===== config.mk =====
export PLATFORM = sky130hd
export DESIGN_NAME = seg7_scan_driver
export DESIGN_NICKNAME = d
export VERILOG_FILES = /design/src/rtl/seg7_pkg.sv /design/src/rtl/seg7_decode.sv /design/src/rtl/seg7_scan_driver.sv
export SDC_FILE = /design/constraint.sdc
export NUM_CORES = 1
export LEC_CHECK = 0
export CAP_MARGIN = 30
export CORE_MARGIN = 3
export CORE_UTILIZATION = 40
export CTS_BUF_LIST = sky130_fd_sc_hd__clkbuf_4 sky130_fd_sc_hd__clkbuf_8 sky130_fd_sc_hd__clkbuf_16
export DETAILED_ROUTE_END_ITERATION = 16
export GPL_TIMING_DRIVEN = 0
export SYNTH_ARGS = -nofsm -noshare
export SYNTH_HDL_FRONTEND = slang
export SYNTH_SLANG_ARGS = --single-unit
export TNS_END_PERCENT = 20

===== constraint.sdc =====
create_clock -name CLK_50 -period 3.6 [get_ports CLK_50]
set_input_delay 0.72 -clock CLK_50 [delete_from_list [all_inputs] [get_ports CLK_50]]
set_output_delay 0.72 -clock CLK_50 [all_outputs]
set_load 0.005 [all_outputs]

===== src/rtl/seg7_pkg.sv =====
// Shared definitions for the 7-segment scan driver: segment patterns,
// digit-index constants and scan FSM state encodings.
package seg7_pkg;

  typedef enum logic {
    ST_DEAD = 1'b0,
    ST_SHOW = 1'b1
  } scan_state_e;

  localparam int         NUM_DIGITS     = 6;
  localparam logic [2:0] DIG_SEC_UNITS  = 3'd0;
  localparam logic [2:0] DIG_COLON_A    = 3'd2;
  localparam logic [2:0] DIG_COLON_B    = 3'd4;
  localparam logic [2:0] DIG_HOUR_TENS  = 3'd5;
  localparam logic [2:0] DIG_LAST       = 3'd5;

  // Active-high {g,f,e,d,c,b,a}
  localparam logic [6:0] SEG_OFF  = 7'h00;
  localparam logic [6:0] SEG_DASH = 7'h40;

  function automatic logic [6:0] seg_pattern(input logic [3:0] nib);
    logic [6:0] p;
    case (nib)
      4'd0:    p = 7'h3F;
      4'd1:    p = 7'h06;
      4'd2:    p = 7'h5B;
      4'd3:    p = 7'h4F;
      4'd4:    p = 7'h66;
      4'd5:    p = 7'h6D;
      4'd6:    p = 7'h7D;
      4'd7:    p = 7'h07;
      4'd8:    p = 7'h7F;
      4'd9:    p = 7'h6F;
      default: p = SEG_DASH;
    endcase
    return p;
  endfunction

endpackage


===== src/rtl/seg7_decode.sv =====
// Combinational BCD nibble to active-high 7-segment decoder with a blank
// override used for leading-zero suppression.
module seg7_decode
  import seg7_pkg::*;
(
  input  logic [3:0] nibble_i,
  input  logic       blank_i,
  output logic [6:0] seg_o
);

  always_comb begin
    seg_o = blank_i ? SEG_OFF : seg_pattern(nibble_i);
  end

endmodule


===== src/rtl/seg7_scan_driver.sv =====
// Six-digit time-multiplexed 7-segment scan driver with dead time between
// digits and a once-per-frame time snapshot. Optional macro COLON_BLINK_EN.
module seg7_scan_driver
  import seg7_pkg::*;
#(
  parameter int CLK_HZ      = 50_000_000,
  parameter int SCAN_HZ     = 1000,
  parameter int DEAD_CYC    = 16,
  parameter bit SEG_ACT_LOW = 1'b1,
  parameter bit DIG_ACT_LOW = 1'b1
) (
  input  logic       CLK_50,
  input  logic       CR,
  input  logic [7:0] Hour,
  input  logic [7:0] Minute,
  input  logic [7:0] Second,
  output logic [7:0] hex,
  output logic [5:0] segctrl,
  output logic       frame_done
);

  localparam int DIV         = CLK_HZ / SCAN_HZ;
  localparam int PW          = (DIV > 1) ? $clog2(DIV) : 1;
  localparam int DEAD_LAST_I = (DEAD_CYC > 0) ? DEAD_CYC - 1 : 0;

  localparam logic [PW-1:0] PRESC_MAX = PW'(DIV - 1);
  localparam logic [PW-1:0] DEAD_LAST = PW'(DEAD_LAST_I);
  localparam logic [7:0]    HEX_IDLE  = SEG_ACT_LOW ? 8'hFF : 8'h00;
  localparam logic [5:0]    DIG_IDLE  = DIG_ACT_LOW ? 6'h3F : 6'h00;

  logic [PW-1:0] presc_q, presc_d;
  logic [PW-1:0] dead_q, dead_d;
  logic [2:0]    idx_q, idx_d;
  scan_state_e   state_q, state_d;
  logic          started_q, started_d;
  logic [23:0]   snap_q, snap_d;
  logic          frame_done_q, frame_done_d;
  logic [7:0]    hex_q, hex_d;
  logic [5:0]    segctrl_q, segctrl_d;

  logic          tick;
  logic [3:0]    nibble;
  logic          blank;
  logic          colon;
  logic [6:0]    seg7;
  logic [7:0]    seg_act;
  logic [5:0]    dig_act;

  always_ff @(posedge CLK_50 or posedge CR) begin
    if (CR) begin
      presc_q      <= '0;
      dead_q       <= '0;
      idx_q        <= '0;
      state_q      <= ST_DEAD;
      started_q    <= 1'b0;
      snap_q       <= '0;
      frame_done_q <= 1'b0;
      hex_q        <= HEX_IDLE;
      segctrl_q    <= DIG_IDLE;
    end else begin
      presc_q      <= presc_d;
      dead_q       <= dead_d;
      idx_q        <= idx_d;
      state_q      <= state_d;
      started_q    <= started_d;
      snap_q       <= snap_d;
      frame_done_q <= frame_done_d;
      hex_q        <= hex_d;
      segctrl_q    <= segctrl_d;
    end
  end

  // Digit stepping, dead-time FSM and frame snapshot. Until the first tick
  // after reset the FSM stays dark, so scanning resumes on digit 1.
  always_comb begin
    tick         = (presc_q == PRESC_MAX);
    presc_d      = tick ? '0 : presc_q + 1'b1;
    dead_d       = dead_q;
    idx_d        = idx_q;
    state_d      = state_q;
    started_d    = started_q;
    snap_d       = snap_q;
    frame_done_d = 1'b0;

    if (tick) begin
      idx_d     = (idx_q == DIG_LAST) ? '0 : idx_q + 1'b1;
      state_d   = (DEAD_CYC == 0) ? ST_SHOW : ST_DEAD;
      dead_d    = '0;
      started_d = 1'b1;
      if (idx_q == DIG_LAST) begin
        snap_d       = {Hour, Minute, Second};
        frame_done_d = 1'b1;
      end
    end else if (state_q == ST_DEAD && started_q) begin
      if (dead_q == DEAD_LAST) begin
        state_d = ST_SHOW;
      end else begin
        dead_d = dead_q + 1'b1;
      end
    end
  end

  always_comb begin
    case (idx_q)
      3'd0:    nibble = snap_q[3:0];
      3'd1:    nibble = snap_q[7:4];
      3'd2:    nibble = snap_q[11:8];
      3'd3:    nibble = snap_q[15:12];
      3'd4:    nibble = snap_q[19:16];
      3'd5:    nibble = snap_q[23:20];
      default: nibble = 4'd0;
    endcase
    blank = (idx_q == DIG_HOUR_TENS) && (nibble == 4'd0);
  end

  seg7_decode u_decode (
    .nibble_i (nibble),
    .blank_i  (blank),
    .seg_o    (seg7)
  );

  // Output stage: active-high internally, polarity applied last, registered
  // so outputs trail the state/index registers by one cycle.
  always_comb begin
`ifdef COLON_BLINK_EN
    colon = ((idx_q == DIG_COLON_A) || (idx_q == DIG_COLON_B)) && !snap_q[0];
`else
    colon = 1'b0;
`endif
    seg_act   = '0;
    dig_act   = '0;
    if (state_q == ST_SHOW) begin
      seg_act = {colon, seg7};
      dig_act = 6'b000001 << idx_q;
    end
    hex_d     = SEG_ACT_LOW ? ~seg_act : seg_act;
    segctrl_d = DIG_ACT_LOW ? ~dig_act : dig_act;
  end

  assign hex        = hex_q;
  assign segctrl    = segctrl_q;
  assign frame_done = frame_done_q;

endmodule

; Word-level counts from Yosys, hierarchy flattened
; Memory sizes are Yosys's and may differ from the RTL's.
; Index checks and enable logic that the tools add are counted.
[op_classes]
n_bitwise = 3
reduce_logical = 9
add_sub_neg = 3
mux = 14
eq_ne = 8
shifts = 1
[ops]
columns = operator, count
row1 = $mux W16, 4
row2 = $add A16 B1 Y16 const B, 2
row3 = $pmux W4 S6, 1
row4 = $eq A16 B16 Y1 const B, 1
row5 = $eq A16 B4 Y1 const B, 1
row6 = $mux W7, 2
row7 = $not A7 Y8, 1
row8 = $eq A3 B2 Y1 const B, 2
row9 = $eq A3 B3 Y1 const B, 2
row10 = $mux W6, 1
row11 = $not A6 Y6, 1
row12 = $reduce_and A2 Y1, 3
row13 = $shl A1 B3 Y6 const A, 1
row14 = $mux W1, 5
row15 = $logic_not A4 Y1, 1
row16 = $reduce_bool A2 Y1, 2
row17 = $add A3 B1 Y3 const B, 1
row18 = $eq A3 B1 Y1 const B, 1
row19 = $logic_not A3 Y1, 1
row20 = $mux W3, 1
row21 = $logic_and A1 B1 Y1, 2
row22 = $ne A2 B2 Y1 const B, 1
row23 = $not A1 Y1, 1
[totals]
romBits = 112
output_inout_bits = 15
mem_count = 1
inputBits = 26
reg_bits = 76
[mem_list]
columns = name, words, word_bits, read_ports, rd_ports_with_merged_regs, wr, line_no
row1 = (name not given), 16, 7, 1, 0, 0, seg7_pkg.sv:23  ; case (nib)

; Depth between registers and ports, before layout
[depth]
depth_word = 7
ltp_mapped = 12
mapped_depth_nobuf = 10

; Modules after synthesis
; From an unflattened synthesis, not the netlist that was laid out.
[unflattened]
cells_unflattened = 324
area_unflattened_um2 = 3669.8
[by_module_without_submodules]
columns = mod, cells_per_inst, area_each_um2, n_inst
row1 = seg7_scan_driver, 291, 3454.6, 1
row2 = seg7_decode, 33, 215.2, 1

; Worst setup path after synthesis
; Ideal clock, no wire load.
[synth_timing]
path_type = register to register
startpoint = register idx_q[1]
endpoint = register hex_q[6], in the netlist hex[6]
n_path_buf = 2
arrival_time_ns = 2.615
slack_ns = 0.895
path_stages_with_launch = 12
t_required_ns = 3.509
synth_period_minus_slack_ns = 2.705
path_cell_list = dfrtp_1 -> buf_6 -> buf_2 -> and2_1 -> ha_1 -> a221o_1 -> a21oi_1 -> ha_1 -> inv_1 -> nor3_1 -> nor3b_1 -> o31ai_1
[synth_between]
elab_chain_cells = 7
word_cells_on_any_way = 13
classes_between = eq/ne: 5 / mux: 3 / bitwise: 1 / reduce/logical: 3 / memory: 1
[synth_rtl]
columns = item, line_no
row1 = start: declaration, seg7_scan_driver.sv:33  ; logic [2:0] idx_q, idx_d;
row2 = start signal: assignment, seg7_scan_driver.sv:63  ; idx_q <= idx_d;
row3 = branches (longest 4 deep; another with $mem_v2 Z16 W7), -
row4 = $mux W7 (*), seg7_decode.sv:12  ; seg_o = blank_i ? SEG_OFF : seg_pattern(nibble_i);
row5 = $mux W7 (*), seg7_scan_driver.sv:132  ; if (state_q == ST_SHOW) begin
row6 = $not A7 Y8 (*), seg7_scan_driver.sv:136  ; hex_d = SEG_ACT_LOW ? ~seg_act : seg_act;
row7 = net hex_d[6], seg7_scan_driver.sv:38  ; logic [7:0] hex_q, hex_d;
row8 = end signal: assignment, seg7_scan_driver.sv:58  ; hex_q <= HEX_IDLE;
row9 = end signal: assignment, seg7_scan_driver.sv:68  ; hex_q <= hex_d;
row10 = end: declaration, seg7_scan_driver.sv:38
; Mark *: on every way through the listed nets, which the timed path passes.
; A chain may end at the register's enable or synchronous reset.

; Final worst setup path
[layout_timing]
startpoint = register idx_q[2]
endpoint = register hex_q[1], in the netlist hex[1]
; Same word-level chain as after synthesis.

==> parameters.txt <==
Parameter                              Value

Finish
  Post-route cell area ... 0.00443 sq mm
  Number of antenna diodes ... 0
  NumNets Final ... 409
  Fraction of layout instances using a drive strength above 1 ... 20.1%
  Fill cell count ... 792
  Area Growth Syn to Fin ... 21.3%

CTS
  Cell at the root of the clock tree ... sky130_fd_sc_hd__clkbuf_8
  Number of buffers on the longest clock path ... 2
  Number of gates given a new drive strength after cts ... 0
  Clock slew at reported path FFs ... 80 ps
  Number of H-tree levels ... 3
  TritonCTS clock tree ... yes
  Number of clock sinks ... 75
  Post-CTS setup repair buffer count ... 0
  CTS Hold Buffers Added ... 0
  Total CTS buffers ... 9
  Clock latency reported for the late side of the worst-skew pair ... 340 ps

Worst setup path
  Worst path max stage delay ... 580 ps
  Crit-path most repeated cell ... sky130_fd_sc_hd__inv_1
  Worst setup SP type ... flop
  Critical path data required time ... 3860 ps
  Capturing element type of the critical path ... flop
  Cells along the critical path ... buf_2 -> inv_1 -> ha_1 -> a32oi_1 -> o211ai_1 -> inv_1 -> ha_1 -> inv_1 -> nor3_1 -> mux2i_1 -> a32oi_1
  Category of the critical setup timing path ... flop to flop
  Arrival time worst endpoint ... 3540 ps
  Flop-to-flop setup slack ... 320 ps
  Library cell contributing the largest single delay on the critical path ... sky130_fd_sc_hd__nor3_1
  Reg-to-reg critical path startpoint ... idx_q[2]
  Biggest fanout along the worst timing path ... 10
  Launching element of the worst setup path ... idx_q[2]

Logic synthesis
  Largest family of logic cells by synthesized area ... simple AND/OR/NAND/NOR gates
  Yosys warns ... 0
  Synth Area in Adders ... 3.08%
  Part of the Yosys area used for sequential elements ... 51.8%
  Post-Syn Area per Cell ... 11.3 sq um
  Mux contribution to synthesized area ... 9.79%
  Simple-gate area share of the yosys netlist ... 18.2%
  Number of instances in the synthesized netlist ... 323
  Complex-gate fraction of the synthesized area ... 5.55%
  Number of distinct library cells after synthesis ... 51
  Number of storage elements in the synthesis netlist ... 75
  Synth Area in XOR/XNOR ... 7.19%
  Syn_nets ... 358
  Post-synthesis cell area ... 0.00365 sq mm

Die
  Row count ... 34
  Width of the chip ... 102 um
  Ports placed on the boundary ... 41
  Initial core utilization ... 41.5%
  Full die area ... 0.0103 sq mm
  Core area ... 0.00881 sq mm
  Chip height ... 102 um

STA
  Number of failing hold endpoints at the final stage ... 0
  Period Utilization, post-route ... 91.2%
  Final setup slack of the worst path ... 318 ps
  Min Clock Period, post-route ... 3280 ps
  Max-slew headroom ... 40.4%
  Total negative slack for setup checks ... 0 ps
  Worst-case clock skew ... 7.64 ps
  Highest clock rate ... 305 MHz
  Worst-margin pin slew ... 891 ps
  RSZ-0062 raised after global routing ... no
  Final number of max-transition violations ... 0
  Final setup violation count ... 0

Power and ir drop
  Power per unit of standard cell area ... 368 mW/mm^2
  IR drop worst, VDD ... 142 uV
  Pleak ... 2.00 nW

Status
  Status ... finished clean

Hold path
  Class of the most critical hold timing path ... flop to flop
  Critical hold path startpoint ... presc_q[12]

Place
  Port bufs ... 39
  Worst setup slack before clock tree synthesis ... 415 ps
  HPWL reported at the end of detailed placement ... 5070 um
  Placer Congestion ... 0.795
  Area after DPL ... 0.00420 sq mm

Drt
  DRT Wirelength ... 7150 um
  Count of unresolved DRC violations after routing ... 0
  Detailed-route vias per instance ... 5.08
  Routed Antenna Nets ... 0
  Initial DRC Count ... 92
  Via total after detailed routing ... 2473
  Average wire length per cell after detail routing ... 14.7 um
  Number of iterations in the first detailed-routing pass ... 4

GRT
  Via count of the first global-routing pass ... 2605
  Wire length of the first global-routing pass ... 12600 um
  Antenna violations before repair ... 0
  Total grt overflow ... 0
  Pin count of the biggest net entering global routing ... 40
  Global-route total usage across every layer ... 15.4%

Run
  Maxcap violations ... 0
-- worst max-delay path, delay by kind of cell (launching register included) --
kind                     cells  cell delay (ps)
multiplexers                 1              180
adder cells (fa/ha/maj)      2              550
flip-flops                   1              380
AND/OR/NAND/NOR              1              580
AO/OA/AOI/OAI                3              780
buffers and inverters        4              730
-- cells by family (layout without fill, tap and decap cells) --
kind of cell,after synthesis,after routing
and+or+nand+nor,122,122
DFF,75,75
muxes,32,32
xor gates and xnor gates,30,30
buffers and inverters,29,85
AOI/OAI and AO/OA,25,25
adders and majority gates,9,9
other,1,1
-- state kept, by name (all words and copies together), names as in the netlist --
name	flops
presc_q	16
snap_q	24
idx_q	3
state_q	1
started_q	1
segctrl	6
dead_q	16
hex	7
frame_done	1
-- synthesized netlist by cell type (all sizes together) --
library cell  count  share of area (%)
a22o              1               0.24
conb              1               0.10
o21bai            1               0.21
and2              3               0.51
a32oi             3               0.72
dfstp            13                9.3
ha                9                3.1
dfrtp            62                 42
a21oi             5               0.68
nand2            10                1.0
or4               1               0.21
nor2b             2               0.34
or2               2               0.34
buf              11                2.5
and3              6                1.0
mux2i             5                1.4
o21a              1               0.21
a31oi             1               0.17
and3b             1               0.24
o311ai            2               0.89
and4              2               0.48
xnor2             8                1.9
o21ai             3               0.51
nor4bb            3               0.82
o211ai            2               0.41
xor2             22                5.3
nor3              6                1.3
nand4            12                2.1
inv              11                1.1
nor2             44                4.5
or3               1               0.17
nand3b            4               0.82
nand3            18                2.5
nor4b             3                1.1
a221o             2               0.55
o31ai             4               0.96
clkbuf            7               0.72
mux2             27                8.4
nand2b            1               0.17
nor4              2               0.34
nor3b             1               0.21
-- power by group --
| group | switching [W] | internal (W) |
|---|---|---|
| Sequential | 0 | 0.000843 |
| Clock | 0.000306 | 0.000435 |
| Combinational | 0.0000207 | 0.0000268 |
-- path summary, 6_finish.rpt --
kind / to / cells after the start
worst max-delay path: hex[1] / 11
worst min-delay path: presc_q[12] / 1
worst max register to register: hex[1] / 11
worst min register to register: presc_q[12] / 1
max in group asynchronous: hex[6] / 3
min in group asynchronous: presc_q[5] / 2
-- cell type report --
type,instances,area (sq um),area share (%)
timing repair buffer,40,410,9.26
tap,108,135,3.05
sequential,75,1890,42.7
buffer,18,116,2.62
inverter,11,43.8,0.988
multi-input combinational,219,1600,36.2
clock inverter,4,72.6,1.64
clock buffer,12,159,3.58
-- through the flow --
step,cells,utilization [%],total power [W],hold slack (ps)
after global routing,487,50.3,0.00169,520
after detailed placement,471,47.7,0.000908,481
after global placement,470,47.5,0.000904,467
final,487,50.3,0.00163,495
after CTS,487,50.3,0.00165,498
after floorplan,323,-,0.000872,454
-- cell usage in the layout, fill, tap and decap left out, types with 6 or more instances in the layout --
cell,netlist,routed
sky130_fd_sc_hd__xnor2_1,8,8
sky130_fd_sc_hd__clkbuf_8,0,11
sky130_fd_sc_hd__nor2_1,44,44
sky130_fd_sc_hd__nand2_1,10,10
sky130_fd_sc_hd__clkdlybuf4s50_1,0,39
sky130_fd_sc_hd__nand4_1,12,12
sky130_fd_sc_hd__nand3_1,18,18
sky130_fd_sc_hd__clkbuf_1,7,7
sky130_fd_sc_hd__dfrtp_1,62,62
sky130_fd_sc_hd__mux2_2,25,25
sky130_fd_sc_hd__inv_1,11,10
sky130_fd_sc_hd__dfstp_2,13,13
sky130_fd_sc_hd__and3_1,6,6
sky130_fd_sc_hd__ha_1,9,9
sky130_fd_sc_hd__xor2_1,22,22
-- per-layer routing --
| metal | share of wire [%] | vias up | GRT usage [%] |
|---|---|---|---|
| li1 | - | 1225 | - |
| met3 | 3.6 | 4 | 3.58 |
| met5 | 0 | - | 0 |
| met2 | 47 | 47 | 23.9 |
| met4 | 0.73 | 0 | 5.01 |
| met1 | 49 | 1197 | 21.3 |
No activity file was read; power rests on OpenSTA's default activity.
